[src/rtl/count_sched.sv]
// Shared-counter scheduler: round-robin arbitration among N_REQ requesters,
// each owning the counter for one job of length len[i] (limit+3 cycles).
`timescale 1ns/1ps

module count_sched #(
   parameter int N_REQ = 4,
   parameter int CNT_W = 4
) (
   input  logic                     clk,
   input  logic                     rst,
   input  logic [N_REQ-1:0]         req,
   input  logic [N_REQ*CNT_W-1:0]   len,
   output logic [N_REQ-1:0]         gnt,
   output logic [N_REQ-1:0]         done,
   output logic                     busy,
   output logic [CNT_W-1:0]         cnt
);

   localparam int          PTR_W = (N_REQ > 1) ? $clog2(N_REQ) : 1;
   localparam int unsigned NR    = N_REQ;

   typedef enum logic [1:0] {
      IDLE,
      LOAD,
      COUNT,
      DONE
   } state_t;

   state_t           r_state, w_state_nxt;
   logic [PTR_W-1:0] r_ptr, w_ptr_nxt;
   logic [PTR_W-1:0] r_owner, w_owner_nxt;
   logic [CNT_W-1:0] r_limit, w_limit_nxt;
   logic [CNT_W-1:0] r_cnt, w_cnt_nxt;

   logic [PTR_W-1:0] w_win;
   logic             w_any;
   logic [PTR_W-1:0] w_owner_inc;
   logic             w_req_own;
   logic [CNT_W-1:0] w_len_sel;
   logic [N_REQ-1:0] w_owner_oh;

   // Round-robin search: first requester at or above r_ptr, wrapping to 0.
   always_comb begin
      int unsigned      idx;
      logic [PTR_W-1:0] w_idx;
      w_win = '0;
      w_any = 1'b0;
      idx   = 0;
      w_idx = '0;
      for (int unsigned k = 0; k < NR; k++) begin
         idx   = (32'(r_ptr) + k) % NR;
         w_idx = PTR_W'(idx);
         if (!w_any && req[w_idx]) begin
            w_any = 1'b1;
            w_win = w_idx;
         end
      end
   end

   always_comb begin
      w_req_own  = 1'b0;
      w_len_sel  = '0;
      w_owner_oh = '0;
      for (int unsigned i = 0; i < NR; i++) begin
         if (r_owner == PTR_W'(i)) begin
            w_req_own     = req[i];
            w_len_sel     = len[i*CNT_W +: CNT_W];
            w_owner_oh[i] = 1'b1;
         end
      end
      w_owner_inc = (r_owner == PTR_W'(N_REQ - 1)) ? '0 : r_owner + 1'b1;
   end

   always_ff @(posedge clk or negedge rst) begin
      if (!rst) begin
         r_state <= IDLE;
         r_ptr   <= '0;
         r_owner <= '0;
         r_limit <= '0;
         r_cnt   <= '0;
      end else begin
         r_state <= w_state_nxt;
         r_ptr   <= w_ptr_nxt;
         r_owner <= w_owner_nxt;
         r_limit <= w_limit_nxt;
         r_cnt   <= w_cnt_nxt;
      end
   end

   // An owner dropping req in LOAD/COUNT aborts the job; the counter is left as-is.
   always_comb begin
      w_state_nxt = r_state;
      w_ptr_nxt   = r_ptr;
      w_owner_nxt = r_owner;
      w_limit_nxt = r_limit;
      w_cnt_nxt   = r_cnt;
      unique case (r_state)
         IDLE: begin
            if (w_any) begin
               w_owner_nxt = w_win;
               w_state_nxt = LOAD;
            end
         end
         LOAD: begin
            if (!w_req_own) begin
               w_ptr_nxt   = w_owner_inc;
               w_state_nxt = IDLE;
            end else begin
               w_limit_nxt = w_len_sel;
               w_cnt_nxt   = '0;
               w_state_nxt = COUNT;
            end
         end
         COUNT: begin
            if (!w_req_own) begin
               w_ptr_nxt   = w_owner_inc;
               w_state_nxt = IDLE;
            end else if (r_cnt == r_limit) begin
               w_state_nxt = DONE;
            end else begin
               w_cnt_nxt = r_cnt + 1'b1;
            end
         end
         DONE: begin
            w_ptr_nxt   = w_owner_inc;
            w_state_nxt = IDLE;
         end
         default: w_state_nxt = IDLE;
      endcase
   end

   always_comb begin
      busy = (r_state != IDLE);
      gnt  = (r_state != IDLE) ? w_owner_oh : '0;
      done = (r_state == DONE) ? w_owner_oh : '0;
      cnt  = r_cnt;
   end

endmodule

[config.mk]
export PLATFORM = sky130hd
export DESIGN_NAME = count_sched
export DESIGN_NICKNAME = d
export VERILOG_FILES = /design/src/rtl/count_sched.sv
export SDC_FILE = /design/constraint.sdc
export NUM_CORES = 1
export LEC_CHECK = 0
export BUFFER_PORTS_ARGS = -buffer_cell sky130_fd_sc_hd__buf_2
export CORE_UTILIZATION = 45
export DETAILED_ROUTE_END_ITERATION = 7
export PLACE_DENSITY_LB_ADDON = 0.3
export SYNTH_ARGS = -nofsm -noshare
export SYNTH_HDL_FRONTEND = slang
export SYNTH_SLANG_ARGS = --single-unit
export TNS_END_PERCENT = 100
[constraint.sdc]
create_clock -name clk -period 3.15 [get_ports clk]
set_input_delay 0.63 -clock clk [delete_from_list [all_inputs] [get_ports clk]]
set_output_delay 0.63 -clock clk [all_outputs]
set_load 0.005 [all_outputs]
==> results.yml, run 1 <==
setup_path:
  setup.reg_to_reg.worst_slack_ns: 1.13
  end_kind: "output pin"
  ff2ff_path_depth: 6
  crit_path_top_delay_cell: "sky130_fd_sc_hd__dfrtp_1"
  crit_path_cell_trace: "inv_1, ha_1, inv_1, nor2_1, buf_2"
  slowest_delay_ns: 0.44
  crit-reg2reg-launch: "r_owner[0]$_DFFE_PN0P_"
  worst-endpoint-arrival_ns: 1.51
  critical_path_required_ns: 2.52
  path_class: "reg2out"
  crit_buf_inv: 3
  worst_path_dominant_cell_family: "flip-flops"
  cpMostUsedCell: "sky130_fd_sc_hd__inv_1"
  critPathLaunchType: "register"
  reg2reg_to: "r_ptr[1]$_DFFE_PN0P_"
  worst-path-max-fanout: 8
  cp_num_cells: 5
clock_tree:
  root_buffer_cell: "sky130_fd_sc_hd__clkbuf_4"
  cts.htree.levels: 1
  clkTransAtPathRegs_ns: 0.09
  ctsResizeCount: 0
  numClockSinks: 14
  cts.hold.buffers_added: 0
  cts_made_buffers: 3
  clkLatencyLatePin_ns: 0.29
  post_cts_buffers: 0
  cts_tree: "built"
  cts.path.max_buffers: 2
grt:
  gr-total-overflow: 0
  via_count_of_the_first_global_routing_pass: 1017
  track_usage_pct: 22.3
  grt_pass1_wl_um: 4370
  number_of_antenna_violations_at_the_first_check_in_global_routing: 0
  pin_count_of_the_biggest_net_entering_global_routing: 15
layout:
  area_growth_syn_to_layout_pct: 21.2
  final_nets: 199
  layout.cells.non_filler: 194
  multi_input_area_um2: 699
  antenna_cells_inserted: 0
  area.sequential_um2: 350
  layout.cell_area.non_filler_um2: 1320
  final_layout_size_suffix_gt1_share_pct: 27.1
  n_fill_cell: 224
floorplan:
  height_of_the_die_um: 51.2
  floorplan.core_area_um2: 2250
  initial_utilization_pct: 48.2
  boundaryPins: 35
  chipWidth_um: 51.2
  design.die.area_um2: 2620
  floorplan.rows: 17
place:
  place_congestion: 0.806
  placed_cell_area_um2: 1280
  io_buffer_count: 34
  post-place-cells: 190
  dp.final_hpwl_um: 2050
synth:
  ys_types: 28
  syn-mean-instance-area_um2: 8.30
  dominant_cell_type_by_area_after_synthesis: "sky130_fd_sc_hd__dfrtp_1"
  synthDominantCellAreaShare_pct: 32.2
  synth_edf_count: 0
  netlist_top_cells_area: "sky130_fd_sc_hd__dfrtp_1, sky130_fd_sc_hd__ha_1, sky130_fd_sc_hd__o21ai_0"
  syn_inst: 131
  fraction_of_registers_with_async_set_or_reset_after_synthesis_pct: 100
  synth.cells.most_frequent: "sky130_fd_sc_hd__nand2_1, sky130_fd_sc_hd__o21ai_0, sky130_fd_sc_hd__dfrtp_1, sky130_fd_sc_hd__ha_1, sky130_fd_sc_hd__a21oi_1"
  synth_top_flop_cell: "sky130_fd_sc_hd__dfrtp_1"
  syn-cell-area_um2: 1090
  yosysSeqAreaShare_pct: 32.2
  synth_nets: 163
  yosysWarningCount: 0
  ys_ff_latch: 14
run:
  drv.max_cap_violation_count: 0
drt:
  detailroute.via_count: 1071
  wl_per_cell_um: 13.4
  drtPass1Iterations: 4
  drtAntennaViolNets: 0
  remaining_drc_errors: 0
  detail_route.wirelength_um: 2610
  initialDrtViolationCount: 21
  drt-vias-per-instance: 5.52
power:
  power-per-cell-area_nw_per_um2: 963
  leakage_nw: 0.639
  power_mw: 1.27
  vdd_drop_max_mv: 0.512
status:
  outcome: "completed"
timing:
  clock.fmax_ghz: 0.467
  tightestPinTransition_ns: 0.435
  grt_setup_unrepaired: "no"
  finalSetupTns_ns: 0
  report.final.slew_viol_count: 0
  finalClockSkew_ns: 0.0101
  fin_worst_hold_slack_ns: 0.225
  setup_viol_count_final: 0
  slew_headroom_pct: 70.7
  post-route-min-period_ns: 2.14
  timing.final.crit_share_pct: 67.9
  hold_viol: 0
worst_hold_path:
  hold_path.class: "in2async"
## worst reg2reg max path, cell delays in order, from the launching register on
cell and delay [ns]:
sky130_fd_sc_hd__dfrtp_1 0.44, sky130_fd_sc_hd__ha_1 0.35, sky130_fd_sc_hd__a211oi_1 0.25, sky130_fd_sc_hd__o21ai_1 0.10, sky130_fd_sc_hd__and2_1 0.20, sky130_fd_sc_hd__a21oi_1 0.22, sky130_fd_sc_hd__mux2_2 0.36
## cells in the final DEF (no fill, tap or decap), types with 5 or more instances in the layout
cell,synthesis,final
sky130_fd_sc_hd__nand3_1,5,5
sky130_fd_sc_hd__inv_1,7,7
sky130_fd_sc_hd__nand2_1,20,20
sky130_fd_sc_hd__o21ai_0,20,20
sky130_fd_sc_hd__and2_1,5,5
sky130_fd_sc_hd__ha_1,10,10
sky130_fd_sc_hd__buf_2,0,34
sky130_fd_sc_hd__dfrtp_1,14,14
sky130_fd_sc_hd__a21oi_1,9,9
sky130_fd_sc_hd__mux2_2,6,6
## power by group
group / switching, mW / internal, mW
logic: 0.433 / 0.346
registers: 0.0926 / 0.265
clock network: 0.0624 / 0.0704
## area by class of cell
| type | instances | share of cell area, % |
|---|---|---|
| clock buffer | 4 | 2.75 |
| inverter | 7 | 1.99 |
| multi-input combinational | 107 | 53.1 |
| sequential | 14 | 26.6 |
| tap | 28 | 2.66 |
| timing repair buffer | 34 | 12.9 |
## layer usage
layer | share of wire [%] | GRT usage, %
met1 | 45 | 27.6
met2 | 51 | 38.4
met3 | 4.1 | 6.55
met4 | 0 | 4.17
met5 | 0 | 0
## flip-flops by register name, indices dropped and copies added (netlist names)
name / flops
cnt: 4
r_ptr: 2
r_state: 2
r_owner: 2
r_limit: 4
## how the worst max path moves through the flow
stage	from	end	slack, ns
2_1_floorplan	r_owner[0]$_DFFE_PN0P_	r_ptr[0]$_DFFE_PN0P_	1.36
6_report	r_owner[0]$_DFFE_PN0P_	gnt[2]	1.01
5_1_grt	r_owner[0]$_DFFE_PN0P_	gnt[2]	0.91
3_5_place_dp	r_owner[0]$_DFFE_PN0P_	r_ptr[1]$_DFFE_PN0P_	1.13
3_3_place_gp	r_owner[0]$_DFFE_PN0P_	r_ptr[1]$_DFFE_PN0P_	1.20
4_1_cts	r_owner[0]$_DFFE_PN0P_	gnt[2]	1.01
## kinds of logic after synthesis
logic type	after synthesis	synth area share (%)
AND/OR/NAND/NOR	48	22.8
AO/OA/AOI/OAI	38	19.7
flip-flops	14	32.2
buffers and inverters	10	3.45
adder cells (fa/ha/maj)	10	11.5
multiplexers	7	7.13
XOR/XNOR	4	3.22
## through the flow
stage          utilization, %  setup WS, ns
6_report                 58.4          1.01
2_1_floorplan               -          1.36
5_1_grt                  58.4         0.907
4_1_cts                  58.4          1.01
3_5_place_dp             56.8          1.13
3_3_place_gp             56.8          1.20
No activity file was read; power rests on OpenSTA's default activity.
==> run 2: changes to the inputs <==
Clock period 3.15 ns to 1.75 ns, I/O delays scaled along.
==> run 2 against run 1 <==
The flow now finishes with violations (negative setup slack). Sequential cell count unchanged. Power increased by 130%. Sequential share of layout area decreased by 3.9 points. Setup slack worse by 1.0 ns. Combinational power grew to 2.5 times the previous value. Sequential power is 89% higher. Critical endpoint is now r_ptr[1]$_DFFE_PN0P_.
==> results.yml, run 2 (synthesis gave the netlist of run 1 again) <==
setup_path:
  endpoint_of_the_worst_setup_timing_path: "r_ptr[1]$_DFFE_PN0P_"
  worst_path_dominant_cell_family: "compound AO/OA/AOI/OAI gates"
  slowest_delay_ns: 0.45
  critical_path_required_ns: 1.92
  path_class: "reg2reg"
  end_kind: "register"
  setup.reg_to_reg.worst_slack_ns: -0.02
  worst_setup_path_startpoint: "r_owner[1]$_DFFE_PN0P_"
  cp_num_cells: 7
  crit_path_cell_trace: "inv_2, ha_4, a211oi_2, o21ai_2, and2_4, a21oi_4, mux2_4"
  worst-endpoint-arrival_ns: 1.94
  critPathLaunchType: "register"
  crit-reg2reg-launch: "r_owner[1]$_DFFE_PN0P_"
  reg2reg_to: "r_ptr[1]$_DFFE_PN0P_"
  crit_path_top_delay_cell: "sky130_fd_sc_hd__dfrtp_2"
  worst-path-max-fanout: 4
  ff2ff_path_depth: 7
  crit_buf_inv: 1
floorplan:
  design.die.area_um2: 2620
  initial_utilization_pct: 48.2
  height_of_the_die_um: 51.2
  floorplan.rows: 17
  boundaryPins: 35
  floorplan.core_area_um2: 2250
  chipWidth_um: 51.2
power:
  power-per-cell-area_nw_per_um2: 1850
  leakage_nw: 0.715
  power_mw: 2.88
  vdd_drop_max_mv: 1.25
worst_hold_path:
  hold_path.class: "in2reg"
clock_tree:
  numClockSinks: 14
  root_buffer_cell: "sky130_fd_sc_hd__clkbuf_4"
  cts_made_buffers: 3
  clkLatencyLatePin_ns: 0.28
  cts.path.max_buffers: 2
  clkTransAtPathRegs_ns: 0.08
  cts.htree.levels: 1
  cts_tree: "built"
layout:
  final_nets: 209
  final_layout_size_suffix_gt1_share_pct: 44.3
  mostFrequentLayoutCells: "sky130_fd_sc_hd__buf_2, sky130_fd_sc_hd__nand2_1, sky130_fd_sc_hd__o21ai_0, sky130_fd_sc_hd__dfrtp_1, sky130_fd_sc_hd__a21oi_1"
  antenna_cells_inserted: 0
  n_fill_cell: 172
  layout.cells.non_filler: 204
  multi_input_area_um2: 826
  area.sequential_um2: 353
  layout_commonest_cell: "sky130_fd_sc_hd__buf_2"
  area_growth_syn_to_layout_pct: 42.9
drt:
  drt-vias-per-instance: 5.42
  remaining_drc_errors: 0
  wl_per_cell_um: 13.3
  detail_route.wirelength_um: 2720
  drtPass1Iterations: 4
  drtAntennaViolNets: 0
  detailroute.via_count: 1106
  initialDrtViolationCount: 19
grt:
  gr-total-overflow: 0
  track_usage_pct: 21.4
  grt_pass1_wl_um: 4150
  pin_count_of_the_biggest_net_entering_global_routing: 15
  number_of_antenna_violations_at_the_first_check_in_global_routing: 0
  via_count_of_the_first_global_routing_pass: 1009
timing:
  hold_viol: 0
  setup_viol_count_final: 2
  slew_headroom_pct: 75.5
  grt_setup_unrepaired: "yes"
  finalSetupTns_ns: -0.0407
  layout_setup_ws_ns: -0.0238
  finalClockSkew_ns: 0.00409
  timing.final.crit_share_pct: 101
  tightestPinTransition_ns: 0.359
  fin_worst_hold_slack_ns: 0.409
  post-route-min-period_ns: 1.77
  clock.fmax_ghz: 0.564
  report.final.slew_viol_count: 0
place:
  place_congestion: 0.863
  io_buffer_count: 34
  dp.final_hpwl_um: 1980
  post-place-cells: 197
status:
  outcome: "complete, but fails checks"
  violations: "negative setup slack"
run:
  drv.max_cap_violation_count: 0
run 2: changes by cell type in the layout (fill, tap and decap cells not counted), moves of 3 or more:
cell / change
sky130_fd_sc_hd__and2_1: -3
sky130_fd_sc_hd__and2_4: +3
sky130_fd_sc_hd__buf_4: +5
sky130_fd_sc_hd__buf_6: +6
sky130_fd_sc_hd__ha_1: -5
sky130_fd_sc_hd__ha_4: +4
sky130_fd_sc_hd__inv_1: -3
sky130_fd_sc_hd__o21ai_0: -3
run 2: worst register-to-register path, cell delays in order (launching register included):
cell and delay (ns):
sky130_fd_sc_hd__dfrtp_2 0.45, sky130_fd_sc_hd__inv_2 0.08, sky130_fd_sc_hd__ha_4 0.17, sky130_fd_sc_hd__a211oi_2 0.20, sky130_fd_sc_hd__o21ai_2 0.09, sky130_fd_sc_hd__and2_4 0.19
sky130_fd_sc_hd__a21oi_4 0.17, sky130_fd_sc_hd__mux2_4 0.31
run 2: metal layers:
metal	global-route usage, %	vias up	wire [µm]
met5	0	-	0
met4	5.56	0	38
met3	5.36	5	149
met2	37.9	35	1380
met1	25.4	511	1160
li1	-	555	-
run 2: metrics by stage:
stage,util [%],worst slack (ns),area (µm²)
2_1_floorplan,-,0.0196,1090
3_3_place_gp,59.4,-0.0278,1340
3_5_place_dp,59.4,-0.0814,1340
4_1_cts,64.2,-0.0173,1450
5_1_grt,68.9,-0.0725,1550
6_report,68.9,-0.0238,1550
run 2: worst min-delay path by stage:
stage	startpoint	end	slack, ns	cells past startpoint
after floorplan	rst	cnt[0]$_DFFE_PN0P_	0.05	0
after global placement	rst	r_limit[1]$_DFFE_PN0P_	0.26	1
after detailed placement	rst	cnt[1]$_DFFE_PN0P_	0.26	1
after CTS	len[14]	r_limit[2]$_DFFE_PN0P_	0.41	4
after global routing	len[15]	r_limit[3]$_DFFE_PN0P_	0.41	4
final	len[14]	r_limit[2]$_DFFE_PN0P_	0.41	4
run 2: repair_timing:
item	in CTS	in global routing
endpoints found under the setup margin	14	20
hold buffers	1	0
gates resized for setup	15	25
setup buffers	3	0
hold endpoints to repair	14	0
pin swaps	2	10
run 2: area by class of cell:
cell class / instances / share of cell area [%]
multi-input cells: 107 / 53.1
flip-flops and latches: 14 / 22.7
inverters: 7 / 1.85
repair buffers: 44 / 17.7
clock buffers: 4 / 2.33
well taps: 28 / 2.25
run 2: power breakdown:
part,switching [mW],leakage (nW),internal (mW)
clock network,0.103,0.0210,0.127
logic,0.969,0.519,1.00
registers,0.195,0.176,0.481
total,1.27,0.715,1.61
==> run 3: changes to the inputs <==
Settings changed: ABC_AREA set to 1, CORE_UTILIZATION 45 to 50.
Clock period 1.75 ns to 1.79 ns, I/O delays scaled along.
==> run 3 against run 2 <==
The flow now finishes without violations. Sequential power down 10%. Global-route usage rose by 2.1 points. Wire length grew 11%. Non-clock buffer count is 7 lower. Via count up 18%. Power fell by 7.1%. Synthesized cell count grew 50%. Largest power group unchanged. Combinational power decreased by 7%. Synthesized area grew 24%.
==> results.yml, run 3 <==
power:
  power-per-cell-area_nw_per_um2: 1660
  vdd_drop_max_mv: 1.10
  leakage_nw: 0.884
layout:
  mostFrequentLayoutCells: "sky130_fd_sc_hd__nand2_1, sky130_fd_sc_hd__buf_2, sky130_fd_sc_hd__inv_1, sky130_fd_sc_hd__nand3_1, sky130_fd_sc_hd__dfrtp_1"
  n_fill_cell: 243
  layout.cells.non_filler: 262
  layout_commonest_cell: "sky130_fd_sc_hd__nand2_1"
  final_nets: 265
  area_growth_syn_to_layout_pct: 19.6
  antenna_cells_inserted: 0
  final_core_utilization_pct: 63.9
  final_layout_size_suffix_gt1_share_pct: 31.0
synth:
  syn-mean-instance-area_um2: 6.88
  yosysSeqAreaShare_pct: 26.0
  syn_inst: 196
  synthDominantCellAreaShare_pct: 26.0
  yosysWarningCount: 0
  fraction_of_registers_with_async_set_or_reset_after_synthesis_pct: 100
  synth_nets: 228
  synth.cells.most_frequent: "sky130_fd_sc_hd__nand2_1, sky130_fd_sc_hd__inv_1, sky130_fd_sc_hd__nand3_1, sky130_fd_sc_hd__dfrtp_1, sky130_fd_sc_hd__nor2_1"
  netlist_top_cells_area: "sky130_fd_sc_hd__dfrtp_1, sky130_fd_sc_hd__nand2_1, sky130_fd_sc_hd__ha_1"
  ys_types: 28
  yosys.cell_count.top_type: "sky130_fd_sc_hd__nand2_1"
  synth_top_flop_cell: "sky130_fd_sc_hd__dfrtp_1"
  syn-cell-area_um2: 1350
  ys_ff_latch: 14
  synth_edf_count: 0
  dominant_cell_type_by_area_after_synthesis: "sky130_fd_sc_hd__dfrtp_1"
timing:
  grt_setup_unrepaired: "yes"
  post-route-min-period_ns: 1.73
  timing.final.crit_share_pct: 96.8
  slew_headroom_pct: 68.2
  setup_viol_count_final: 0
  report.final.slew_viol_count: 0
  clock.fmax_ghz: 0.577
  layout_setup_ws_ns: 0.0568
  finalClockSkew_ns: 0.00458
  tightestPinTransition_ns: 0.478
  hold_viol: 0
grt:
  grt_util_met1_pct: 33.6
  groute.layer.met2.usage_pct: 36.4
  global_route.peak_usage_layer: "met2"
  pin_count_of_the_biggest_net_entering_global_routing: 15
  via_count_of_the_first_global_routing_pass: 1105
  gr-total-overflow: 0
  grtUsageMet3_pct: 4.24
  track_usage_pct: 23.5
  grt_pass1_wl_um: 4930
  number_of_antenna_violations_at_the_first_check_in_global_routing: 0
setup_path:
  slowest_delay_ns: 0.45
  end_kind: "output pin"
  crit_path_top_delay_cell: "sky130_fd_sc_hd__dfrtp_1"
  crit-reg2reg-launch: "r_owner[1]$_DFFE_PN0P_"
  reg2reg_to: "cnt[2]$_DFFE_PN0P_"
  crit_buf_inv: 3
  critical_path_required_ns: 1.43
  worst_path_dominant_cell_family: "flip-flops"
  ff2ff_path_depth: 11
  crit_path_cell_trace: "buf_4, ha_4, inv_1, nor2_1, buf_2"
  cp_num_cells: 5
  worst-endpoint-arrival_ns: 1.38
  setup.reg_to_reg.worst_slack_ns: 0.09
  critPathLaunchType: "register"
  path_class: "reg2out"
  worst-path-max-fanout: 8
place:
  worst_slack_after_detailed_placement_ns: 0.143
  place_congestion: 0.810
  post-place-cells: 256
  io_buffer_count: 34
  dp.final_hpwl_um: 2330
drt:
  detailroute.via_count: 1307
  detail_route.wirelength_um: 3010
  drt-vias-per-instance: 4.99
  wl_per_cell_um: 11.5
  initialDrtViolationCount: 40
  drtAntennaViolNets: 0
  remaining_drc_errors: 0
  drtPass1Iterations: 4
worst_hold_path:
  worst_hold_path.endpoint: "r_limit[2]$_DFFE_PN0P_"
  hold_path.class: "in2reg"
  hold_start: "len[14]"
  hold_depth: 3
clock_tree:
  numClockSinks: 14
  cts_tree: "built"
  cts.htree.levels: 1
  clkTransAtPathRegs_ns: 0.09
  cts_made_buffers: 3
  root_buffer_cell: "sky130_fd_sc_hd__clkbuf_4"
  cts.path.max_buffers: 2
  clkLatencyLatePin_ns: 0.28
floorplan:
  design.die.area_um2: 2910
  initial_utilization_pct: 53.4
  height_of_the_die_um: 53.9
  floorplan.rows: 18
  chipWidth_um: 53.9
  boundaryPins: 35
  floorplan.core_area_um2: 2520
run:
  drv.max_cap_violation_count: 0
status:
  outcome: "completed"
-- run 3: cell families (layout without fill, tap and decap cells) --
| logic type | count (synthesis) | in the layout | synth area share [%] |
|---|---|---|---|
| multiplexers | 4 | 4 | 2.97 |
| AO/OA/AOI/OAI | 24 | 24 | 9.66 |
| adder cells (fa/ha/maj) | 10 | 10 | 9.29 |
| flip-flops | 14 | 14 | 26.0 |
| AND/OR/NAND/NOR | 109 | 109 | 38.1 |
| buffers and inverters | 30 | 66 | 10.8 |
| XOR/XNOR | 5 | 5 | 3.25 |
-- run 3: worst max-delay path by stage --
stage / startpoint / endpoint
2_1_floorplan: r_owner[0]$_DFFE_PN0P_ / cnt[2]$_DFFE_PN0P_
3_3_place_gp: r_owner[1]$_DFFE_PN0P_ / cnt[3]$_DFFE_PN0P_
3_5_place_dp: r_owner[1]$_DFFE_PN0P_ / cnt[2]$_DFFE_PN0P_
6_report: r_owner[1]$_DFFE_PN0P_ / gnt[2]
4_1_cts: r_owner[0]$_DFFE_PN0P_ / gnt[2]
5_1_grt: r_owner[1]$_DFFE_PN0P_ / cnt[3]$_DFFE_PN0P_
-- run 3: layer usage --
layer,wire (µm),up-vias
met4,17,0
met5,0,-
met2,1400,41
li1,-,695
met1,1460,567
met3,128,4
-- run 3: final cells by class --
class                           count  area, µm²  area share (%)
Inverter                           25        101            6.29
Tap cell                           30       37.5            2.33
Clock buffer                        4       36.3            2.25
Timing Repair Buffer               37        195            12.1
Sequential cell                    14        352            21.8
Multi-Input combinational cell    152        890            55.2
-- run 3: worst register-to-register path, delay by kind of cell (launching register included) --
| family | cells | cell delay (ns) |
|---|---|---|
| DFF | 1 | 0.45 |
| buffers and inverters | 2 | 0.17 |
| AOI/OAI and AO/OA | 1 | 0.06 |
| adders and majority gates | 1 | 0.27 |
| and+or+nand+nor | 7 | 0.65 |
-- run 3: stage by stage --
step / power [mW] / hold WS [ns] / cell area, µm² / TNS [ns]
after global placement: 2.27 / 0.272 / 1520 / 0
after detailed placement: 2.31 / 0.274 / 1520 / 0
after CTS: 2.57 / 0.376 / 1570 / 0
after global routing: 2.99 / 0.387 / 1610 / -0.0514
final: 2.68 / 0.378 / 1610 / 0
after floorplan: 2.00 / 0.0624 / 1350 / 0
-- run 3: power breakdown --
part           internal [mW]  leakage [nW]  switching, mW
Combinational          0.724         0.682           1.11
Clock                  0.124        0.0210          0.108
Sequential             0.438         0.181          0.169
-- run 3: repair_timing --
item                       in CTS  in global routing
setup endpoints to repair       3                 14
hold buffers                    1                  0
resized for setup               2                  9
setup buffers                   0                  1
hold endpoints to repair       14                  0
